$ cat config.mk
export PLATFORM = sky130hd
export DESIGN_NAME = q_pulse_counter_flat
export DESIGN_NICKNAME = d
export VERILOG_FILES = /design/src/rtl/q_pulse_counter_if.sv /design/src/rtl/q_pulse_counter.sv /design/src/flat_wrapper.sv
export SDC_FILE = /design/constraint.sdc
export NUM_CORES = 1
export LEC_CHECK = 0
export BUFFER_PORTS_ARGS = -buffer_cell sky130_fd_sc_hd__buf_2
export CAP_MARGIN = 20
export CORE_UTILIZATION = 40
export DETAILED_ROUTE_END_ITERATION = 6
export SYNTH_ARGS = -nofsm -noshare
export SYNTH_HDL_FRONTEND = slang
export SYNTH_SLANG_ARGS = --single-unit
$ cat constraint.sdc
create_clock -name clk -period 10.68 [get_ports clk]
set_clock_uncertainty 0.05 [all_clocks]
set_input_delay 2.67 -clock clk [delete_from_list [all_inputs] [get_ports clk]]
set_output_delay 2.67 -clock clk [all_outputs]
set_load 0.02 [all_outputs]
$ cat src/rtl/q_pulse_counter_if.sv
`default_nettype none
// ============================================================================
// Module      : q_pulse_counter_if
// Description : Signal bundle between the Q pulse-train source and the
//               q_pulse_counter receiver.
//               master : drives start / q_serial, observes the result
//               slave  : the counter itself
//   start      - measurement enable, 0->1 arms one measurement
//   q_serial   - asynchronous serialized Q pulse train, idles low
//   q_measured - reconstructed Q (count x Q_PER_PULSE), saturated
//   n_pulses   - raw pulse count of the last completed burst
//   q_valid    - one-cycle strobe, result fields updated
//   overflow   - last result saturated
//   busy       - measurement in progress
// Revision    : 1.0 - initial release
// ============================================================================
interface q_pulse_counter_if #(
  parameter int BUS_WIDTH = 10
);
  logic                 start;
  logic                 q_serial;
  logic [BUS_WIDTH-1:0] q_measured;
  logic [BUS_WIDTH-1:0] n_pulses;
  logic                 q_valid;
  logic                 overflow;
  logic                 busy;

  modport master (
    output start,
    output q_serial,
    input  q_measured,
    input  n_pulses,
    input  q_valid,
    input  overflow,
    input  busy
  );

  modport slave (
    input  start,
    input  q_serial,
    output q_measured,
    output n_pulses,
    output q_valid,
    output overflow,
    output busy
  );
endinterface
`default_nettype wire

$ cat src/rtl/q_pulse_counter.sv
`default_nettype none
// ============================================================================
// Module      : q_pulse_counter
// Description : Receive end of the resonant-system emulation link. Samples
//               the asynchronous Q pulse train, counts rising edges of one
//               burst and reconstructs Q = count x Q_PER_PULSE (saturated).
// Ports       : clk    - system clock, rising edge
//               rst_n  - asynchronous active-low reset
//               bus    - q_pulse_counter_if.slave
//                        (start, q_serial in; q_measured, n_pulses,
//                         q_valid, overflow, busy out)
// Revision    : 1.0 - initial release
// ============================================================================
module q_pulse_counter #(
  parameter int BUS_WIDTH    = 10,
  parameter int Q_PER_PULSE  = 30,
  parameter int IDLE_TIMEOUT = 16,
  parameter int SYNC_STAGES  = 2
) (
  input  wire logic        clk,
  input  wire logic        rst_n,
  q_pulse_counter_if.slave bus
);

  localparam int c_PROD_W = BUS_WIDTH + $clog2(Q_PER_PULSE + 1);
  localparam int c_IDLE_W = $clog2(IDLE_TIMEOUT);

  localparam logic [BUS_WIDTH-1:0] c_CNT_MAX   = '1;
  localparam logic [c_PROD_W-1:0]  c_PROD_MAX  = c_PROD_W'(c_CNT_MAX);
  localparam logic [c_PROD_W-1:0]  c_Q_PER_P   = c_PROD_W'(Q_PER_PULSE);
  localparam logic [c_IDLE_W-1:0]  c_IDLE_LAST = c_IDLE_W'(IDLE_TIMEOUT - 1);

  typedef enum logic [1:0] {
    S_IDLE  = 2'd0,
    S_ARMED = 2'd1,
    S_COUNT = 2'd2,
    S_DONE  = 2'd3
  } state_t;

  // --------------------------------------------------------------------------
  // Input conditioning
  // --------------------------------------------------------------------------
  logic [SYNC_STAGES-1:0] r_sync;
  logic                   r_hist;
  logic                   r_edge_q;
  logic                   r_start_d;
  logic                   w_start_rise;

  always_ff @(posedge clk or negedge rst_n) begin
    if (!rst_n) begin
      r_sync    <= '0;
      r_hist    <= 1'b0;
      r_edge_q  <= 1'b0;
      r_start_d <= 1'b0;
    end else begin
      r_sync    <= {r_sync[SYNC_STAGES-2:0], bus.q_serial};
      r_hist    <= r_sync[SYNC_STAGES-1];
      r_edge_q  <= r_sync[SYNC_STAGES-1] & ~r_hist;
      r_start_d <= bus.start;
    end
  end

  assign w_start_rise = bus.start & ~r_start_d;

  // --------------------------------------------------------------------------
  // Measurement FSM and datapath
  // --------------------------------------------------------------------------
  state_t               r_state,    w_state_nx;
  logic [BUS_WIDTH-1:0] r_count,    w_count_nx;
  logic [c_IDLE_W-1:0]  r_idle_cnt, w_idle_nx;
  logic                 r_sat,      w_sat_nx;
  logic [BUS_WIDTH-1:0] r_q_meas,   w_q_meas_nx;
  logic [BUS_WIDTH-1:0] r_n_pulses, w_n_pulses_nx;
  logic                 r_ovf,      w_ovf_nx;
  logic                 r_valid,    w_valid_nx;
  logic [c_PROD_W-1:0]  w_product;
  logic                 w_prod_sat;

  assign w_product  = c_PROD_W'(r_count) * c_Q_PER_P;
  assign w_prod_sat = (w_product > c_PROD_MAX);

  always_comb begin
    w_state_nx    = r_state;
    w_count_nx    = r_count;
    w_idle_nx     = r_idle_cnt;
    w_sat_nx      = r_sat;
    w_q_meas_nx   = r_q_meas;
    w_n_pulses_nx = r_n_pulses;
    w_ovf_nx      = r_ovf;
    w_valid_nx    = 1'b0;

    case (r_state)
      S_IDLE: begin
        if (w_start_rise) begin
          w_state_nx = S_ARMED;
          w_count_nx = '0;
          w_idle_nx  = '0;
          w_sat_nx   = 1'b0;
        end
      end

      S_ARMED: begin
        // Abort wins; an edge arriving in the same cycle is dropped.
        if (!bus.start) begin
          w_state_nx = S_IDLE;
        end else if (r_edge_q) begin
          w_state_nx = S_COUNT;
          w_count_nx = BUS_WIDTH'(1);
          w_idle_nx  = '0;
        end
      end

      S_COUNT: begin
        if (!bus.start) begin
          w_state_nx = S_IDLE;
        end else if (r_edge_q) begin
          w_idle_nx = '0;
          if (r_count == c_CNT_MAX) begin
            w_sat_nx = 1'b1;
          end else begin
            w_count_nx = r_count + BUS_WIDTH'(1);
          end
        end else if (r_idle_cnt == c_IDLE_LAST) begin
          // Result is loaded on the way into DONE so that the registered
          // outputs and q_valid are present during the single DONE cycle.
          w_state_nx    = S_DONE;
          w_q_meas_nx   = w_prod_sat ? c_CNT_MAX : w_product[BUS_WIDTH-1:0];
          w_n_pulses_nx = r_count;
          w_ovf_nx      = r_sat | w_prod_sat;
          w_valid_nx    = 1'b1;
        end else begin
          w_idle_nx = r_idle_cnt + c_IDLE_W'(1);
        end
      end

      S_DONE: begin
        w_state_nx = S_IDLE;
      end

      default: begin
        w_state_nx = S_IDLE;
      end
    endcase
  end

  always_ff @(posedge clk or negedge rst_n) begin
    if (!rst_n) begin
      r_state    <= S_IDLE;
      r_count    <= '0;
      r_idle_cnt <= '0;
      r_sat      <= 1'b0;
      r_q_meas   <= '0;
      r_n_pulses <= '0;
      r_ovf      <= 1'b0;
      r_valid    <= 1'b0;
    end else begin
      r_state    <= w_state_nx;
      r_count    <= w_count_nx;
      r_idle_cnt <= w_idle_nx;
      r_sat      <= w_sat_nx;
      r_q_meas   <= w_q_meas_nx;
      r_n_pulses <= w_n_pulses_nx;
      r_ovf      <= w_ovf_nx;
      r_valid    <= w_valid_nx;
    end
  end

  assign bus.q_measured = r_q_meas;
  assign bus.n_pulses   = r_n_pulses;
  assign bus.q_valid    = r_valid;
  assign bus.overflow   = r_ovf;
  assign bus.busy       = (r_state == S_ARMED) || (r_state == S_COUNT);

endmodule
`default_nettype wire

$ cat src/flat_wrapper.sv
// flat-port wrapper written by rule: the top's interface ports become plain ports
module q_pulse_counter_flat 
#(
  parameter int BUS_WIDTH    = 10,
  parameter int Q_PER_PULSE  = 30,
  parameter int IDLE_TIMEOUT = 16,
  parameter int SYNC_STAGES  = 2
)
  (clk, rst_n, bus_start, bus_q_serial, bus_q_measured, bus_n_pulses, bus_q_valid, bus_overflow, bus_busy);
  q_pulse_counter_if #(.BUS_WIDTH(BUS_WIDTH)) bus_i ();
  input  wire logic clk;
  input  wire logic rst_n;
  input wire logic [$bits(bus_i.start)-1:0] bus_start;
  input wire logic [$bits(bus_i.q_serial)-1:0] bus_q_serial;
  output wire logic [$bits(bus_i.q_measured)-1:0] bus_q_measured;
  output wire logic [$bits(bus_i.n_pulses)-1:0] bus_n_pulses;
  output wire logic [$bits(bus_i.q_valid)-1:0] bus_q_valid;
  output wire logic [$bits(bus_i.overflow)-1:0] bus_overflow;
  output wire logic [$bits(bus_i.busy)-1:0] bus_busy;
  assign bus_i.start = bus_start;
  assign bus_i.q_serial = bus_q_serial;
  assign bus_q_measured = bus_i.q_measured;
  assign bus_n_pulses = bus_i.n_pulses;
  assign bus_q_valid = bus_i.q_valid;
  assign bus_overflow = bus_i.overflow;
  assign bus_busy = bus_i.busy;
  q_pulse_counter #(.BUS_WIDTH(BUS_WIDTH), .Q_PER_PULSE(Q_PER_PULSE), .IDLE_TIMEOUT(IDLE_TIMEOUT), .SYNC_STAGES(SYNC_STAGES)) u_core (.clk(clk), .rst_n(rst_n), .bus(bus_i));
endmodule
==> impl_metrics.prom <==
# TYPE chip_impl_metric gauge
chip_impl_metric{name="die_width",unit="um"} 89.54
chip_impl_metric{name="dp_hpwl",unit="um"} 4477
chip_impl_metric{name="synth_fp_nets",unit=""} 354
chip_impl_metric{name="yosysTopAreaCellShare",unit="%"} 35.92
chip_impl_info{name="start_kind",value="primary input"} 1
chip_impl_metric{name="timing.max_slew.rel_slack",unit="%"} 37.33
chip_impl_metric{name="syn_area_per_cell",unit="um2"} 10.12
chip_impl_metric{name="synth.ff_latch_count",unit=""} 44
chip_impl_metric{name="power_frac_clock",unit="%"} 29.3
chip_impl_metric{name="finalCoreUtilization",unit="%"} 46.78
chip_impl_metric{name="p_per_area",unit="nW/um2"} 124.9
chip_impl_metric{name="netlist-cell-type-count",unit=""} 48
chip_impl_metric{name="antenna_cells_inserted",unit=""} 0
chip_impl_metric{name="swShare",unit="%"} 32.88
chip_impl_metric{name="grt_util_all_layers",unit="%"} 16.05
chip_impl_metric{name="worst_slew_pin_slew",unit="ns"} 0.9323
chip_impl_metric{name="synthCells",unit=""} 303
chip_impl_metric{name="fp.dieH",unit="um"} 89.54
chip_impl_info{name="rsz_0062_raised_after_global_routing",value="false"} 1
chip_impl_metric{name="power_frac_comb",unit="%"} 27.4
chip_impl_info{name="root_buffer",value="sky130_fd_sc_hd__clkbuf_8"} 1
chip_impl_metric{name="final.min_clock_period",unit="ns"} 4.569
chip_impl_metric{name="detail_route_antenna_nets",unit=""} 0
chip_impl_metric{name="vias",unit=""} 2230
chip_impl_info{name="result_of_the_run",value="completed"} 1
chip_impl_metric{name="grt_start_max_net_pins",unit=""} 45
chip_impl_metric{name="fin_setup_tns",unit="ns"} 0
chip_impl_metric{name="design.final.nets",unit=""} 383
chip_impl_metric{name="ctsLongestPathBuffers",unit=""} 2
chip_impl_metric{name="clock_buffer_count_from_cts",unit=""} 5
chip_impl_metric{name="synth.cell_area",unit="um2"} 3065
chip_impl_metric{name="switching_power_total",unit="uW"} 140.8
chip_impl_info{name="synthMostInstantiatedCell",value="sky130_fd_sc_hd__dfrtp_1"} 1
chip_impl_metric{name="critPathArrivalTime",unit="ns"} 4.67
chip_impl_metric{name="cellLeakagePower",unit="uW"} 0.001751
chip_impl_metric{name="synth.yosys.seq_area_share",unit="%"} 35.92
chip_impl_metric{name="flow.area_growth_from_synthesis",unit="%"} 11.88
chip_impl_metric{name="hold_violations",unit=""} 0
chip_impl_metric{name="ctsResizeCount",unit=""} 0
chip_impl_metric{name="initial_core_util",unit="%"} 41.82
chip_impl_metric{name="postSynth.asyncResetShare",unit="%"} 100.0
chip_impl_metric{name="setup_failing_eps_final",unit=""} 0
chip_impl_metric{name="ratio_of_cells_with_drive_above_1_in_the_final_layout",unit="%"} 15.92
chip_impl_metric{name="fin_max_slew_vios",unit=""} 0
chip_impl_info{name="critPathCaptureType",value="register"} 1
chip_impl_info{name="synth.area.top_cells",value="sky130_fd_sc_hd__dfrtp_1 36%, sky130_fd_sc_hd__ha_1 12%, sky130_fd_sc_hd__fa_1 11%, sky130_fd_sc_hd__inv_1 4.9%, sky130_fd_sc_hd__mux2_2 3.7%"} 1
chip_impl_info{name="yosys.area.top_type",value="sky130_fd_sc_hd__dfrtp_1"} 1
chip_impl_metric{name="dr.first_iter.drc_count",unit=""} 139
chip_impl_metric{name="routed_wirelength",unit="um"} 5726
chip_impl_metric{name="clkTransAtPathRegs",unit="ns"} 0.08
chip_impl_info{name="yosys-top-cells-count",value="44 x sky130_fd_sc_hd__dfrtp_1, 40 x sky130_fd_sc_hd__inv_1, 30 x sky130_fd_sc_hd__ha_1"} 1
chip_impl_metric{name="ys_warn_count",unit=""} 0
chip_impl_metric{name="clock_insertion_delay_worst_skew",unit="ns"} 0.29
chip_impl_metric{name="count_of_maximum_capacitance_violations",unit=""} 0
chip_impl_metric{name="cts.sinks",unit=""} 44
chip_impl_metric{name="grt_first_pass_wirelength",unit="um"} 10010
chip_impl_metric{name="whs",unit="ns"} 0.3039
chip_impl_metric{name="internal-power",unit="uW"} 287.4
chip_impl_info{name="path_category_of_the_worst_min_delay_check",value="register to register"} 1
chip_impl_info{name="crit_type",value="primary input to register"} 1
chip_impl_metric{name="cts_setup_buffers",unit=""} 0
chip_impl_metric{name="rows",unit=""} 31
chip_impl_metric{name="critical_path_required",unit="ns"} 10.78
chip_impl_metric{name="initial_antenna_violation_count",unit=""} 0
chip_impl_metric{name="place.port_buffers",unit=""} 26
chip_impl_metric{name="die_area",unit="um2"} 8017
chip_impl_metric{name="routed_wire_length_per_instance",unit="um"} 13.25
chip_impl_metric{name="place.gp.congestion",unit=""} 0.8370
chip_impl_metric{name="ir_worst_vdd",unit="V"} 0.00006680
chip_impl_metric{name="overflow",unit=""} 0
chip_impl_metric{name="avg_vias_per_cell",unit=""} 5.162
chip_impl_metric{name="drt_first_pass_iters",unit=""} 4
chip_impl_metric{name="num_io_pins",unit=""} 27
chip_impl_metric{name="max_freq",unit="GHz"} 0.2189
chip_impl_metric{name="flop_pwr_share",unit="%"} 43.3
chip_impl_metric{name="coreArea",unit="um2"} 7331
chip_impl_metric{name="hold_buffers",unit=""} 0
chip_impl_metric{name="drc_errors",unit=""} 0
chip_impl_info{name="postSynth.topFlopCell",value="sky130_fd_sc_hd__dfrtp_1"} 1
chip_impl_metric{name="finalCritPeriodShare",unit="%"} 42.78
chip_impl_metric{name="htreeDepth",unit=""} 2
chip_impl_metric{name="worstPathMaxFanout",unit=""} 12
chip_impl_metric{name="post_synth_edffs",unit=""} 0
chip_impl_metric{name="first_global_vias",unit=""} 2070
chip_impl_info{name="tritoncts_clock_tree",value="yes"} 1
==> kinds of logic after synthesis <==
group | Yosys count | synth area share, %
AO/OA/AOI/OAI | 70 | 15.06
XOR/XNOR | 13 | 3.714
adder cells (fa/ha/maj) | 47 | 23.35
buffers and inverters | 47 | 5.959
flip-flops | 44 | 35.92
multiplexers | 10 | 3.674
AND/OR/NAND/NOR | 72 | 12.33
==> worst max-delay path, cell delays in order <==
cell,delay (ns)
sky130_fd_sc_hd__buf_2,0.14
sky130_fd_sc_hd__nor2b_1,0.22
sky130_fd_sc_hd__a21oi_1,0.09
sky130_fd_sc_hd__nor4b_2,0.80
sky130_fd_sc_hd__a21boi_1,0.63
sky130_fd_sc_hd__nor2_1,0.12
==> final cells by class <==
cell class / count / area, um2
clock buffer: 6 / 72.57
tap: 99 / 123.9
clock inverter: 2 / 35.03
multi-input combinational: 212 / 1782
timing repair buffer: 29 / 165.2
inverter: 40 / 150.1
sequential: 44 / 1101
fill: 729 / 3901
==> layer usage <==
| layer | global-route usage [%] | wire length [um] |
|---|---|---|
| met2 | 23.90 | 2555 |
| met3 | 2.493 | 201 |
| met1 | 24.64 | 2935 |
| met5 | 0 | 0 |
| met4 | 3.030 | 34 |
==> cell usage in the layout, fill, tap and decap left out, types with 8 or more instances in the layout <==
cell type,n
sky130_fd_sc_hd__nor2_1,26
sky130_fd_sc_hd__nand3_1,8
sky130_fd_sc_hd__a31oi_1,12
sky130_fd_sc_hd__fa_1,17
sky130_fd_sc_hd__mux2_2,10
sky130_fd_sc_hd__o21ai_0,12
sky130_fd_sc_hd__buf_2,26
sky130_fd_sc_hd__dfrtp_1,44
sky130_fd_sc_hd__ha_1,30
sky130_fd_sc_hd__nand2_1,11
sky130_fd_sc_hd__inv_1,40
sky130_fd_sc_hd__a21oi_1,18
==> registers in the layout, summed over array words and instances (netlist names), 2 cells and up <==
| register | flops |
|---|---|
| u_core.bus.n_pulses | 10 |
| u_core.bus.q_measured | 10 |
| u_core.r_count | 10 |
| u_core.r_idle_cnt | 4 |
| u_core.r_state | 2 |
| u_core.r_sync | 2 |
==> final timing paths <==
kind | slack, ns | startpoint | cells past startpoint | end
setup reg to reg | 6.41 | u_core.r_count[7]$_DFFE_PN0P_ | 11 | u_core.bus.q_measured[3]$_DFFE_PN0P_
setup / recovery | 6.11 | bus_start | 6 | u_core.r_count[5]$_DFFE_PN0P_
max in group asynchronous | 7.91 | rst_n | 2 | u_core.r_edge_q$_DFF_PN0_
hold / removal | 0.30 | u_core.r_sync[0]$_DFF_PN0_ | 0 | u_core.r_sync[1]$_DFF_PN0_
hold reg to reg | 0.30 | u_core.r_sync[0]$_DFF_PN0_ | 0 | u_core.r_sync[1]$_DFF_PN0_
min in group asynchronous | 2.20 | rst_n | 1 | u_core.bus.q_measured[0]$_DFFE_PN0P_
==> metrics by stage <==
stage	instances	setup slack, ns	power (uW)	cell area [um2]
after floorplan	303	6.665	275.2	3065
final	432	6.111	428.2	3430
after global placement	423	5.873	305.1	3302
after CTS	431	6.103	432.7	3410
after detailed placement	423	5.785	306.3	3302
after global routing	432	5.884	458.6	3430
==> power by group through the flow <==
stage | registers, uW | clock network [uW] | logic, uW
2_1_floorplan | 189 | 0 | 85.8
3_3_place_gp | 189 | 0 | 116
3_5_place_dp | 189 | 0 | 117
4_1_cts | 186 | 129 | 118
5_1_grt | 188 | 137 | 134
6_report | 185 | 125 | 117
(Power assumes the default switching activity.)
